File: src/rtl/uc_varredura_colisoes_pkg.sv
// Shared definitions for the collision-scan control unit: slot-count defaults
// and the FSM state codes (also reported on db_estado).
package uc_varredura_colisoes_pkg;

  localparam int unsigned N_TIROS_PADRAO      = 4;
  localparam int unsigned N_ASTEROIDES_PADRAO = 8;
  localparam int unsigned W_TIRO_PADRAO       = 2;
  localparam int unsigned W_AST_PADRAO        = 3;

  typedef enum logic [3:0] {
    INICIAL       = 4'h0,
    ZERA          = 4'h1,
    LE_TIRO       = 4'h2,
    COMPARA_TIRO  = 4'h3,
    REGISTRA_TIRO = 4'h4,
    AVANCA_TIRO   = 4'h5,
    LE_NAVE       = 4'h6,
    COMPARA_NAVE  = 4'h7,
    REGISTRA_NAVE = 4'h8,
    FIM           = 4'h9,
    ERRO          = 4'hF
  } estado_t;

endpackage

File: src/rtl/uc_varredura_colisoes_contador.sv
// Loadable up-counter for a scan index; rco flags the terminal slot so the
// FSM never relies on wrap-around.
module uc_varredura_colisoes_contador
  import uc_varredura_colisoes_pkg::*;
#(
  parameter int unsigned W   = W_TIRO_PADRAO,
  parameter int unsigned FIM = N_TIROS_PADRAO - 1
) (
  input  logic         clock,
  input  logic         reset,
  input  logic         clear,
  input  logic         load,
  input  logic [W-1:0] dado,
  input  logic         enable,
  output logic [W-1:0] q,
  output logic         rco
);

  logic [W-1:0] r_q;

  always_ff @(posedge clock) begin
    if (reset || clear)
      r_q <= '0;
    else if (load)
      r_q <= dado;
    else if (enable)
      r_q <= r_q + W'(1);
  end

  assign q   = r_q;
  assign rco = (r_q == W'(FIM));

endmodule

File: src/rtl/uc_varredura_colisoes.sv
// Collision-scan control unit: every shot against every asteroid, then every
// asteroid against the ship, issuing deactivate/score/life pulses.
module uc_varredura_colisoes
  import uc_varredura_colisoes_pkg::*;
#(
  parameter int unsigned N_TIROS      = N_TIROS_PADRAO,
  parameter int unsigned N_ASTEROIDES = N_ASTEROIDES_PADRAO,
  parameter int unsigned W_TIRO       = W_TIRO_PADRAO,
  parameter int unsigned W_AST        = W_AST_PADRAO
) (
  input  logic              clock,
  input  logic              reset,
  input  logic              iniciar,
  input  logic              tiro_ativo,
  input  logic              asteroide_ativo,
  input  logic              colisao_tiro,
  input  logic              colisao_nave,
  output logic [W_TIRO-1:0] endereco_tiro,
  output logic [W_AST-1:0]  endereco_asteroide,
  output logic              desativa_tiro,
  output logic              desativa_asteroide,
  output logic              incrementa_pontuacao,
  output logic              decrementa_vidas,
  output logic              ocupado,
  output logic              pronto,
  output logic [3:0]        db_estado
);

  estado_t           r_estado, w_prox;
  logic [W_TIRO-1:0] w_idx_t;
  logic [W_AST-1:0]  w_idx_a;
  logic              w_rco_t, w_rco_a;
  logic              w_clr_t, w_clr_a, w_en_t, w_en_a;

  uc_varredura_colisoes_contador #(.W(W_TIRO), .FIM(N_TIROS - 1)) u_idx_t (
    .clock(clock), .reset(reset), .clear(w_clr_t), .load(1'b0), .dado('0),
    .enable(w_en_t), .q(w_idx_t), .rco(w_rco_t)
  );

  uc_varredura_colisoes_contador #(.W(W_AST), .FIM(N_ASTEROIDES - 1)) u_idx_a (
    .clock(clock), .reset(reset), .clear(w_clr_a), .load(1'b0), .dado('0),
    .enable(w_en_a), .q(w_idx_a), .rco(w_rco_a)
  );

  always_ff @(posedge clock) begin
    if (reset)
      r_estado <= INICIAL;
    else
      r_estado <= w_prox;
  end

  always_comb begin
    w_prox               = r_estado;
    w_clr_t              = 1'b0;
    w_clr_a              = 1'b0;
    w_en_t               = 1'b0;
    w_en_a               = 1'b0;
    desativa_tiro        = 1'b0;
    desativa_asteroide   = 1'b0;
    incrementa_pontuacao = 1'b0;
    decrementa_vidas     = 1'b0;
    ocupado              = 1'b1;
    pronto               = 1'b0;
    case (r_estado)
      INICIAL: begin
        ocupado = 1'b0;
        if (iniciar) w_prox = ZERA;
      end
      ZERA: begin
        w_clr_t = 1'b1;
        w_clr_a = 1'b1;
        w_prox  = LE_TIRO;
      end
      LE_TIRO: w_prox = COMPARA_TIRO;
      COMPARA_TIRO: begin
        if (!tiro_ativo)
          w_prox = AVANCA_TIRO;
        else if (asteroide_ativo && colisao_tiro)
          w_prox = REGISTRA_TIRO;
        else if (w_rco_a)
          w_prox = AVANCA_TIRO;
        else begin
          w_en_a = 1'b1;
          w_prox = LE_TIRO;
        end
      end
      REGISTRA_TIRO: begin
        desativa_tiro        = 1'b1;
        desativa_asteroide   = 1'b1;
        incrementa_pontuacao = 1'b1;
        w_prox               = AVANCA_TIRO;
      end
      AVANCA_TIRO: begin
        w_clr_a = 1'b1;
        if (w_rco_t)
          w_prox = LE_NAVE;
        else begin
          w_en_t = 1'b1;
          w_prox = LE_TIRO;
        end
      end
      LE_NAVE: w_prox = COMPARA_NAVE;
      COMPARA_NAVE: begin
        if (asteroide_ativo && colisao_nave)
          w_prox = REGISTRA_NAVE;
        else if (w_rco_a)
          w_prox = FIM;
        else begin
          w_en_a = 1'b1;
          w_prox = LE_NAVE;
        end
      end
      REGISTRA_NAVE: begin
        desativa_asteroide = 1'b1;
        decrementa_vidas   = 1'b1;
        if (w_rco_a)
          w_prox = FIM;
        else begin
          w_en_a = 1'b1;
          w_prox = LE_NAVE;
        end
      end
      FIM: begin
        pronto  = 1'b1;
        w_clr_t = 1'b1;
        w_clr_a = 1'b1;
        w_prox  = INICIAL;
      end
      ERRO:    w_prox = ERRO;
      default: w_prox = ERRO;
    endcase
  end

  assign endereco_tiro      = w_idx_t;
  assign endereco_asteroide = w_idx_a;
  assign db_estado          = 4'(r_estado);

endmodule
File: config.mk
export PLATFORM = sky130hd
export DESIGN_NAME = uc_varredura_colisoes
export DESIGN_NICKNAME = d
export VERILOG_FILES = /design/src/rtl/uc_varredura_colisoes_pkg.sv /design/src/rtl/uc_varredura_colisoes_contador.sv /design/src/rtl/uc_varredura_colisoes.sv
export SDC_FILE = /design/constraint.sdc
export NUM_CORES = 1
export LEC_CHECK = 0
export ABC_CLOCK_PERIOD_IN_PS = 5800
export CAP_MARGIN = 5
export CORE_MARGIN = 10
export CORE_UTILIZATION = 25
export DETAILED_ROUTE_END_ITERATION = 8
export HOLD_SLACK_MARGIN = 0.12
export SYNTH_ARGS = -nofsm -noshare
export SYNTH_HDL_FRONTEND = slang
export SYNTH_HIERARCHICAL = 1
export SYNTH_SLANG_ARGS = --single-unit
File: constraint.sdc
create_clock -name clock -period 5.8 [get_ports clock]
set_clock_uncertainty 0.15 [all_clocks]
set_input_delay 0.58 -clock clock [delete_from_list [all_inputs] [get_ports clock]]
set_output_delay 0.58 -clock clock [all_outputs]
set_load 0.01 [all_outputs]
==> Word level (Yosys, flattened, before mapping) <==
Index checks and enable logic that the tools add are counted.
{ "op_classes": {"n_addsub": 2, "eq_ne": 12, "n_mux": 22, "n_reduce_logical": 8} }
{ "op_table": {"columns": ["op", "n"], "rows": [
  ["4-bit case mux with 10 select lines", 1],
  ["4-bit by 3-bit == test with 1-bit output (second input constant)", 4],
  ["1-bit two-way mux", 13],
  ["3-bit two-way mux", 4],
  ["4-bit two-way mux", 3],
  ["4-bit by 2-bit == test with 1-bit output (second input constant)", 2],
  ["4-bit == test (second input constant)", 2],
  ["4-bit by 1-bit == test with 1-bit output (second input constant)", 1],
  ["4-bit logical NOT", 1],
  ["2-bit OR reduction", 2],
  ["3-bit by 1-bit adder with 3-bit output (second input constant)", 1],
  ["3-bit == test (second input constant)", 1],
  ["1-bit case mux with 3 select lines", 1],
  ["3-bit OR reduction", 1],
  ["2-bit by 1-bit adder with 2-bit output (second input constant)", 1],
  ["2-bit == test (second input constant)", 1],
  ["1-bit logical AND", 2],
  ["1-bit logical OR", 2],
  ["2-bit inequality test (second input constant)", 1]
]} }
{ "word_totals": {"regBits": 9, "inputBits": 7, "output_inout_bits": 15, "wordCells": 47} }

==> Logic depth before layout (Yosys ltp) <==
Gate-level depths: netlist of the first run.
{ "depth": {"word_depth": 5, "mapped_depth": 8, "mapped_depth_nobuf": 8} }

==> By module <==
Netlist of the first run, hierarchy kept.
{ "modules_own_cells": {"columns": ["mod", "n_inst", "cells_each", "area_each_um2", "seq_area_each_um2"], "rows": [
  ["uc_varredura_colisoes", 1, 56, 397.9, 80.1],
  ["uc_varredura_colisoes_contador at u_idx_a", 1, 15, 168.9, 60.1],
  ["uc_varredura_colisoes_contador at u_idx_t", 1, 10, 112.6, 40.0]
]} }

==> Worst setup path before layout of the first run <==
No wires, ideal clock.
{ "synth_path": {"path_kind": "register to register", "startpoint": "reg u_idx_a.r_q[0], in the netlist u_idx_a/q[0]", "endpoint": "reg u_idx_a.r_q[1], in the netlist u_idx_a/q[1]", "setup_time_ps": 116, "t_arrival_ps": 1980, "t_required_ps": 5534, "slack_ps": 3554, "path_stages_with_launch": 9, "path_buffers": 0, "period_less_slack_ps": 2246, "cell_sequence": "dfxtp_1 -> ha_1 -> ha_1 -> inv_1 -> nand3_1 -> or3_1 -> nand2_1 -> mux2_1 -> o211a_1"} }
{ "synth_between": {"elab_chain_cells": 5, "elab_cells_between_ends": 7, "cone_classes": "add/sub: 1; eq/ne: 1; mux: 5"} }
{ "synth_lines": {"columns": ["item", "line", "text"], "rows": [
  ["start: declaration", "uc_varredura_colisoes_contador.sv:19", "logic [W-1:0] r_q;"],
  ["start signal: assignment", "uc_varredura_colisoes_contador.sv:25", "r_q <= dado;"],
  ["start signal: assignment", "uc_varredura_colisoes_contador.sv:27", "r_q <= r_q + W'(1);"],
  ["3-bit == test *", "uc_varredura_colisoes_contador.sv:31", "assign rco = (r_q == W'(FIM));"],
  ["net w_rco_a", "uc_varredura_colisoes.sv:32", "logic w_rco_t, w_rco_a;"],
  ["1-bit two-way mux *", "uc_varredura_colisoes.sv:80, uc_varredura_colisoes.sv:106, uc_varredura_colisoes.sv:116", null],
  ["1-bit two-way mux", "uc_varredura_colisoes.sv:78", "else if (asteroide_ativo && colisao_tiro)"],
  ["1-bit two-way mux", "uc_varredura_colisoes.sv:76", "if (!tiro_ativo)"],
  ["1-bit case mux with 3 select lines *", "uc_varredura_colisoes.sv:64", "case (r_estado)"],
  ["net w_en_a", "uc_varredura_colisoes.sv:33", "logic w_clr_t, w_clr_a, w_en_t, w_en_a;"]
]} }
Mark *: on every way through the listed nets, which the timed path passes. The rest lies on a longest branch.
A chain may end at the register's enable or synchronous reset.

==> Worst setup path after layout of the first run <==
{ "layout_path": {"startpoint": "reg r_estado[3], in the netlist db_estado[3]", "endpoint": "out desativa_asteroide"} }
{ "layout_between": {"elab_chain_cells": 3, "elab_cells_between_ends": 4, "cone_classes": "eq/ne: 2; mux: 1; reduce/logical: 1"} }
{ "layout_lines": {"columns": ["item", "line", "text"], "rows": [
  ["start: declaration", "uc_varredura_colisoes.sv:29", "estado_t r_estado, w_prox;"],
  ["start signal: assignment", "uc_varredura_colisoes.sv:49", "r_estado <= w_prox;"],
  ["4-bit == test / 4-bit by 3-bit == test with 1-bit output (equally long branches)", "uc_varredura_colisoes.sv:64", null],
  ["2-bit OR reduction (no source line) *", null, null],
  ["1-bit two-way mux *", "uc_varredura_colisoes.sv:64", null],
  ["end: declaration", "uc_varredura_colisoes.sv:21", "output logic desativa_asteroide,"]
]} }
Mark *: on every way between the ends. The rest lies on a longest branch, timed or not.

==> results.md, run 1 <==
* Run status: finished, final reports clean
* Post-CTS setup buffer count at 0
* Largest net degree at the start of global routing at 15
* Post-CTS resize count at 0
* Cells after Synth at 81
* Num ports at 22
* Busiest grt layer: met2
* Routed vias/inst at 4.62
* Die area at 5200 µm²
* Synth top area cells: dfxtp_1 27%, ha_1 5.5%, nand2b_1 4.6%
* Initial core utilization at 0.267
* Clk slew on worst S/H paths at 0.06 ns
* CTS Buf Count at 3
* Simple-gate portion of the synthesized area at 0.278
* Synth Area in Adders at 0.0552
* Pwr Total at 168 µW
* Placed cell areas at 948 µm²
* Post-synthesis compound-gate area fraction at 0.260
* Hold Violations, Final at 0
* Drt drc at 0
* Fill cell count at 264
* Remaining Overflow, GRT at 0
* Max H-tree Level at 1
* Crit path max fanout at 14
* Total GRT Usage at 0.0691
* Root buffer cell: clkbuf_4
* Xor/xnor share of the synthesized area at 0.0258
* VDD IR-drop max at 0.105 mV
* Placed cells at 140
* Detailed Place HPWL at 1380 µm
* Clock Latency Late Sink at 0.26 ns
* Drt first pass iters at 4
* First-pass GRT wire length at 2980 µm
* Die width at 72.1 µm
* Layout cells sized above 1 at 0.0702
* CTS Hold Bufs at 0
* Met1 Resource Use GR at 0.0713
* Data required time of the worst path at 5.07 ns
* Synth warn at 6
* Final period util at 0.474
* Antenna diodes at 0
* Detail Route Antenna Nets at 0
* Synthesized cell area at 679 µm²
* Initial DRC Count at 52
* FF/Latch Area at 180 µm²
* Row count at 18
* Largest family of logic cells by synthesized area: simple AND/OR/NAND/NOR gates
* Pwr dens at 172 nW/µm²
* Nets@finish at 125
* Synthesized area per cell at 8.39 µm²
* Max-slew violations at 0
* Core area at 2540 µm²
* Sequential share of the synthesized area at 0.265
* Design area at 975 µm²
* Grt met3 use at 0.0422
* Pleak at 0.000408 µW
* Port bufs at 21
* CTS sink cnt at 9
* FF+latch count, synth at 9
* Hold crit path type: reg -> reg
* Multi-input gate area at 505 µm²
* Startpoint types: flop
* Max-Cap Viols at 0
* Die Span Y at 72.1 µm
* Non-Filler Instances at 144
* Area Growth Syn to Fin at 43.5%
* Clock buffer depth at 2
* Register-to-Register Path Depth at 8
* Vias in the first global route at 641
* Hold WS at 0.449 ns
* WL/cell at 12.1 µm
* Synth area leader: dfxtp_1
* Vias at 665
* M2 GR Usage at 0.115
* Distinct cells, synth at 38
* Hold path depth at 2
* Crit path time final at 2.75 ns
* Fmax at 364 MHz
* Critical Path AT at 2.02 ns
* Setup_tns at 0 ns
* Critical path type: reg -> out
* Routability cong. at 0.821
* Final wirelength at 1740 µm
* Final Setup Violations at 0
* Fraction of synthesized area in multiplexers at 0.0479
* Yosys top cell area share at 0.265
* Initial antenna violation count at 0
* RSZ-0062 raised after global routing: false
* CTS tree: done
* CP endpoint kind: output pin
[path summary, 6_finish.rpt]
check	start	endpoint	slack, ns
hold / removal	u_idx_t/q[1]	u_idx_t/q[1]	0.45
setup reg to reg	u_idx_a/q[0]	u_idx_a/q[2]	3.40
hold reg to reg	u_idx_t/q[1]	u_idx_t/q[1]	0.45
setup / recovery	db_estado[3]	desativa_asteroide	3.05
[synthesized netlist by cell type]
| cell type | count |
|---|---|
| a41oi_2 | 1 |
| and3_1 | 2 |
| or3_1 | 1 |
| a32oi_2 | 1 |
| buf_4 | 1 |
| nor2_1 | 4 |
| a31oi_2 | 1 |
| a2111oi_2 | 1 |
| or2b_1 | 1 |
| nor3_1 | 3 |
| dfxtp_1 | 9 |
| inv_1 | 3 |
| a211o_1 | 1 |
| a41oi_1 | 1 |
| o21ai_0 | 5 |
| clkinv_1 | 1 |
| and2_1 | 1 |
| and3b_1 | 1 |
| or4b_1 | 1 |
| nor3b_1 | 1 |
| or2_1 | 1 |
| buf_2 | 4 |
| xnor2_1 | 1 |
| a2111oi_1 | 1 |
| conb_1 | 1 |
| nand2b_1 | 5 |
| nand2_1 | 8 |
| nand4b_1 | 1 |
| ha_1 | 3 |
| nand3_1 | 1 |
| o21bai_2 | 1 |
| a21oi_1 | 3 |
| o211a_1 | 3 |
| nor2b_1 | 3 |
| xor2_1 | 1 |
| mux2_1 | 2 |
| a21o_1 | 1 |
| mux2i_1 | 1 |
[through the flow]
step	utilization	worst slack, ns
2_1_floorplan	-	3.55
3_3_place_gp	0.373	3.28
3_5_place_dp	0.373	3.27
4_1_cts	0.383	3.04
5_1_grt	0.383	2.94
6_report	0.383	3.05
[per-layer routing]
layer / up-vias / wire length [µm]
met5: - / 0
met4: 0 / 0
met3: 0 / 201
met2: 23 / 866
met1: 302 / 674
li1: 340 / -
[where the power goes]
group	internal [µW]	switching, µW
sequential	66.6	7.82
combinational	25.2	19.7
clock	26.5	22.2
total	118	49.7
[state kept, by name, indices dropped and copies added (netlist names)]
signal     flops
db_estado      4
u_idx_a/q      3
u_idx_t/q      2
[worst max-delay path, stage by stage (launching register included)]
cell             delay (ns)
dfxtp_1                0.57
or4b_1                 0.47
clkinv_1               0.09
or2_1                  0.10
clkdlybuf4s50_1        0.53
[kinds of logic after synthesis]
| logic type | count (synthesis) |
|---|---|
| compound gates | 20 |
| xor+xnor | 2 |
| fa+ha+maj | 3 |
| buf+inv | 9 |
| flops | 9 |
| mux | 3 |
| other cells | 1 |
| simple gates | 34 |
[cell type report]
class                      instances  share of cell area
sequential                         9               0.185
tap                               30              0.0385
inverter                           4              0.0154
clock buffer                       4              0.0270
multi-input combinational         76               0.519
timing repair buffer              21               0.216
[cells in the final DEF, fill, tap and decap left out, types with 3 or more instances in the layout]
cell,Yosys,routed
a21oi_1,3,3
clkbuf_4,0,3
clkdlybuf4s50_1,0,21
conb_1,1,14
dfxtp_1,9,9
ha_1,3,3
inv_1,3,3
nand2_1,8,8
nand2b_1,5,5
nor2_1,4,4
nor2b_1,3,3
nor3_1,3,3
o211a_1,3,3
o21ai_0,5,5
No activity file was read; power rests on OpenSTA's default activity.
==> run 2, diff against run 1 <==
--- a/config.mk
+++ b/config.mk
@@ -5,7 +5,7 @@
 export SDC_FILE = /design/constraint.sdc
 export NUM_CORES = 1
 export LEC_CHECK = 0
-export ABC_CLOCK_PERIOD_IN_PS = 5800
+export ABC_CLOCK_PERIOD_IN_PS = 2350
 export CAP_MARGIN = 5
 export CORE_MARGIN = 10
 export CORE_UTILIZATION = 25
==> constraint.sdc (replaced) <==
create_clock -name clock -period 2.35 [get_ports clock]
set_clock_uncertainty 0.15 [all_clocks]
set_input_delay 0.235 -clock clock [delete_from_list [all_inputs] [get_ports clock]]
set_output_delay 0.235 -clock clock [all_outputs]
set_load 0.01 [all_outputs]
==> results.md, run 2 (synthesis gave the netlist of run 1 again) <==
* Post-CTS setup buffer count at 0 (unchanged)
* Die Span Y at 72.1 µm (unchanged)
* Most frequent cells in the layout: 21 x clkdlybuf4s50_1, 14 x conb_1, 7 x nand2_1, 7 x dfxtp_1
* Critical Path AT at 1.88 ns (-0.14 ns)
* Detail Route Antenna Nets at 0 (unchanged)
* Num ports at 22 (unchanged)
* Layout cells sized above 1 at 0.143 (+0.0727)
* Max H-tree Level at 1 (unchanged)
* Initial core utilization at 0.267 (unchanged)
* Remaining Overflow, GRT at 0 (unchanged)
* Run status: finished, final reports clean
* Startpoint types: flop
* Initial DRC Count at 18 (-65%)
* Hold Violations, Final at 0 (unchanged)
* Clk slew on worst S/H paths at 0.07 ns (about the same)
* Core area at 2540 µm² (unchanged)
* Data required time of the worst path at 1.97 ns (-3.10 ns)
* Fmax at 441 MHz
* Initial antenna violation count at 0 (unchanged)
* Net Sw Frac at 0.295 (-0.000888)
* Worst r2r dst: u_idx_a/q[2]
* Final wirelength at 1740 µm (-0.34%)
* Clock buffer depth at 2 (unchanged)
* CTS tree: done
* Detailed Place HPWL at 1450 µm (+5.5%)
* Largest net degree at the start of global routing at 10 (-5)
* Row count at 18 (unchanged)
* Clk pwr share at 0.287 (-0.003)
* CTS sink cnt at 9 (unchanged)
* Root buffer cell: clkbuf_4
* Drt drc at 0 (unchanged)
* Reg2Reg Setup Slack at 0.13 ns (-3.27 ns)
* Clock Latency Late Sink at 0.26 ns (about the same)
* WL/cell at 11.7 µm (-3.7%)
* Die area at 5200 µm² (unchanged)
* Hold crit path type: reg -> reg
* Vias at 672 (+1.1%)
* Pleak at 0.000435 µW (+6.8%)
* VDD IR-drop max at 0.291 mV (+180%)
* First-pass GRT wire length at 2800 µm (-6.0%)
* Hold path depth at 2 (unchanged)
* Antenna diodes at 0 (unchanged)
* Core Util, Final at 0.402 (+0.0187)
* Drt first pass iters at 3 (-1)
* Register-to-Register Path Depth at 8 (unchanged)
* Pwr dens at 413 nW/µm² (+140%)
* Flop pwr share at 0.421 (-0.022)
* Reg2reg start: u_idx_a/q[0]
* Hold WS at 0.427 ns (-0.0224 ns)
* Placed cells at 145 (+3.6%)
* Pint at 298 µW (+150%)
* Largest register FFs at 4 (unchanged)
* CTS Buf Count at 3 (unchanged)
* Crit path max fanout at 9 (-5)
* Critical path type: reg -> out
* Max-slew violations at 0 (unchanged)
* Port bufs at 21 (unchanged)
* Final Setup Violations at 0 (unchanged)
* Non-Filler Instances at 149 (+3.5%)
* Final period util at 0.964
* Vias in the first global route at 632 (-1.4%)
* Routability cong. at 0.828 (+0.85%)
* Most common cell after layout, fill and taps aside: clkdlybuf4s50_1
* CP endpoint kind: output pin
* Crit path time final at 2.27 ns
* Die width at 72.1 µm (unchanged)
* WHS Endpoint: db_estado[3]
* Total GRT Usage at 0.0663 (-0.00280)
* Max-Cap Viols at 0 (unchanged)
* Comb pwr share at 0.292 (+0.025)
* Nets@finish at 130 (+4.0%)
* Routed vias/inst at 4.51 (-2.3%)
* Sw power at 125 µW (+150%)
* Worst hold start: db_estado[1]
* Area Growth Syn to Fin at 50.5%
[run 2: metal layers]
metal  track usage  wire length (µm)  share of wire  vias up
met5             0                 0              0        -
met4        0.0258                12         0.0069        0
met3        0.0395               138          0.079        4
met2         0.104               824           0.47       14
met1        0.0712               761           0.44      301
li1              -                 -              -      353
[run 2: worst max path at each step]
stage | to | startpoint | depth (start not counted) | slack (ns)
floorplan | u_idx_a/q[1] | u_idx_a/q[0] | 8 | 0.10
global placement | u_idx_a/q[2] | u_idx_a/q[0] | 8 | 0.16
detailed placement | u_idx_a/q[2] | u_idx_a/q[0] | 8 | 0.09
CTS | desativa_asteroide | db_estado[1] | 4 | 0.03
global route | desativa_asteroide | db_estado[1] | 4 | -0.002
finish | desativa_asteroide | db_estado[1] | 4 | 0.08
[run 2: power groups by stage]
stage,logic [µW],registers [µW],clock network [µW]
3_5_place_dp,123,180,0
2_1_floorplan,63.5,182,0
5_1_grt,136,180,137
6_report,123,178,121
3_3_place_gp,122,180,0
4_1_cts,124,177,127
[run 2: what timing repair did]
item                                   in CTS  in global routing
hold buffers                                0                  0
gates resized for setup                     0                  4
setup endpoints to repair                   0                  3
endpoints found under the hold margin       0                  0
[run 2: layout make-up]
class,instances,area [µm²]
clock buffers,4,26.3
fillers,258,1520
inverters,4,15.0
multi-input cells,76,513
flip-flops and latches,9,183
well taps,30,37.5
repair buffers,26,248
[run 2: worst max-delay path, cell delays in order, from the launching register on]
cell,delay [ns]
dfxtp_2,0.36
or4b_1,0.52
clkinv_1,0.10
or2_1,0.10
clkdlybuf4s50_1,0.53
[run 2: per-stage QoR]
stage          setup TNS, ns  instance area, µm²  power, µW  setup slack, ns
6_report                   0                1020        422           0.0839
5_1_grt             -0.00205                1020        453         -0.00205
4_1_cts                    0                1010        427           0.0261
3_5_place_dp               0                 986        303           0.0929
3_3_place_gp               0                 986        302            0.161
2_1_floorplan              0                 728        245            0.104
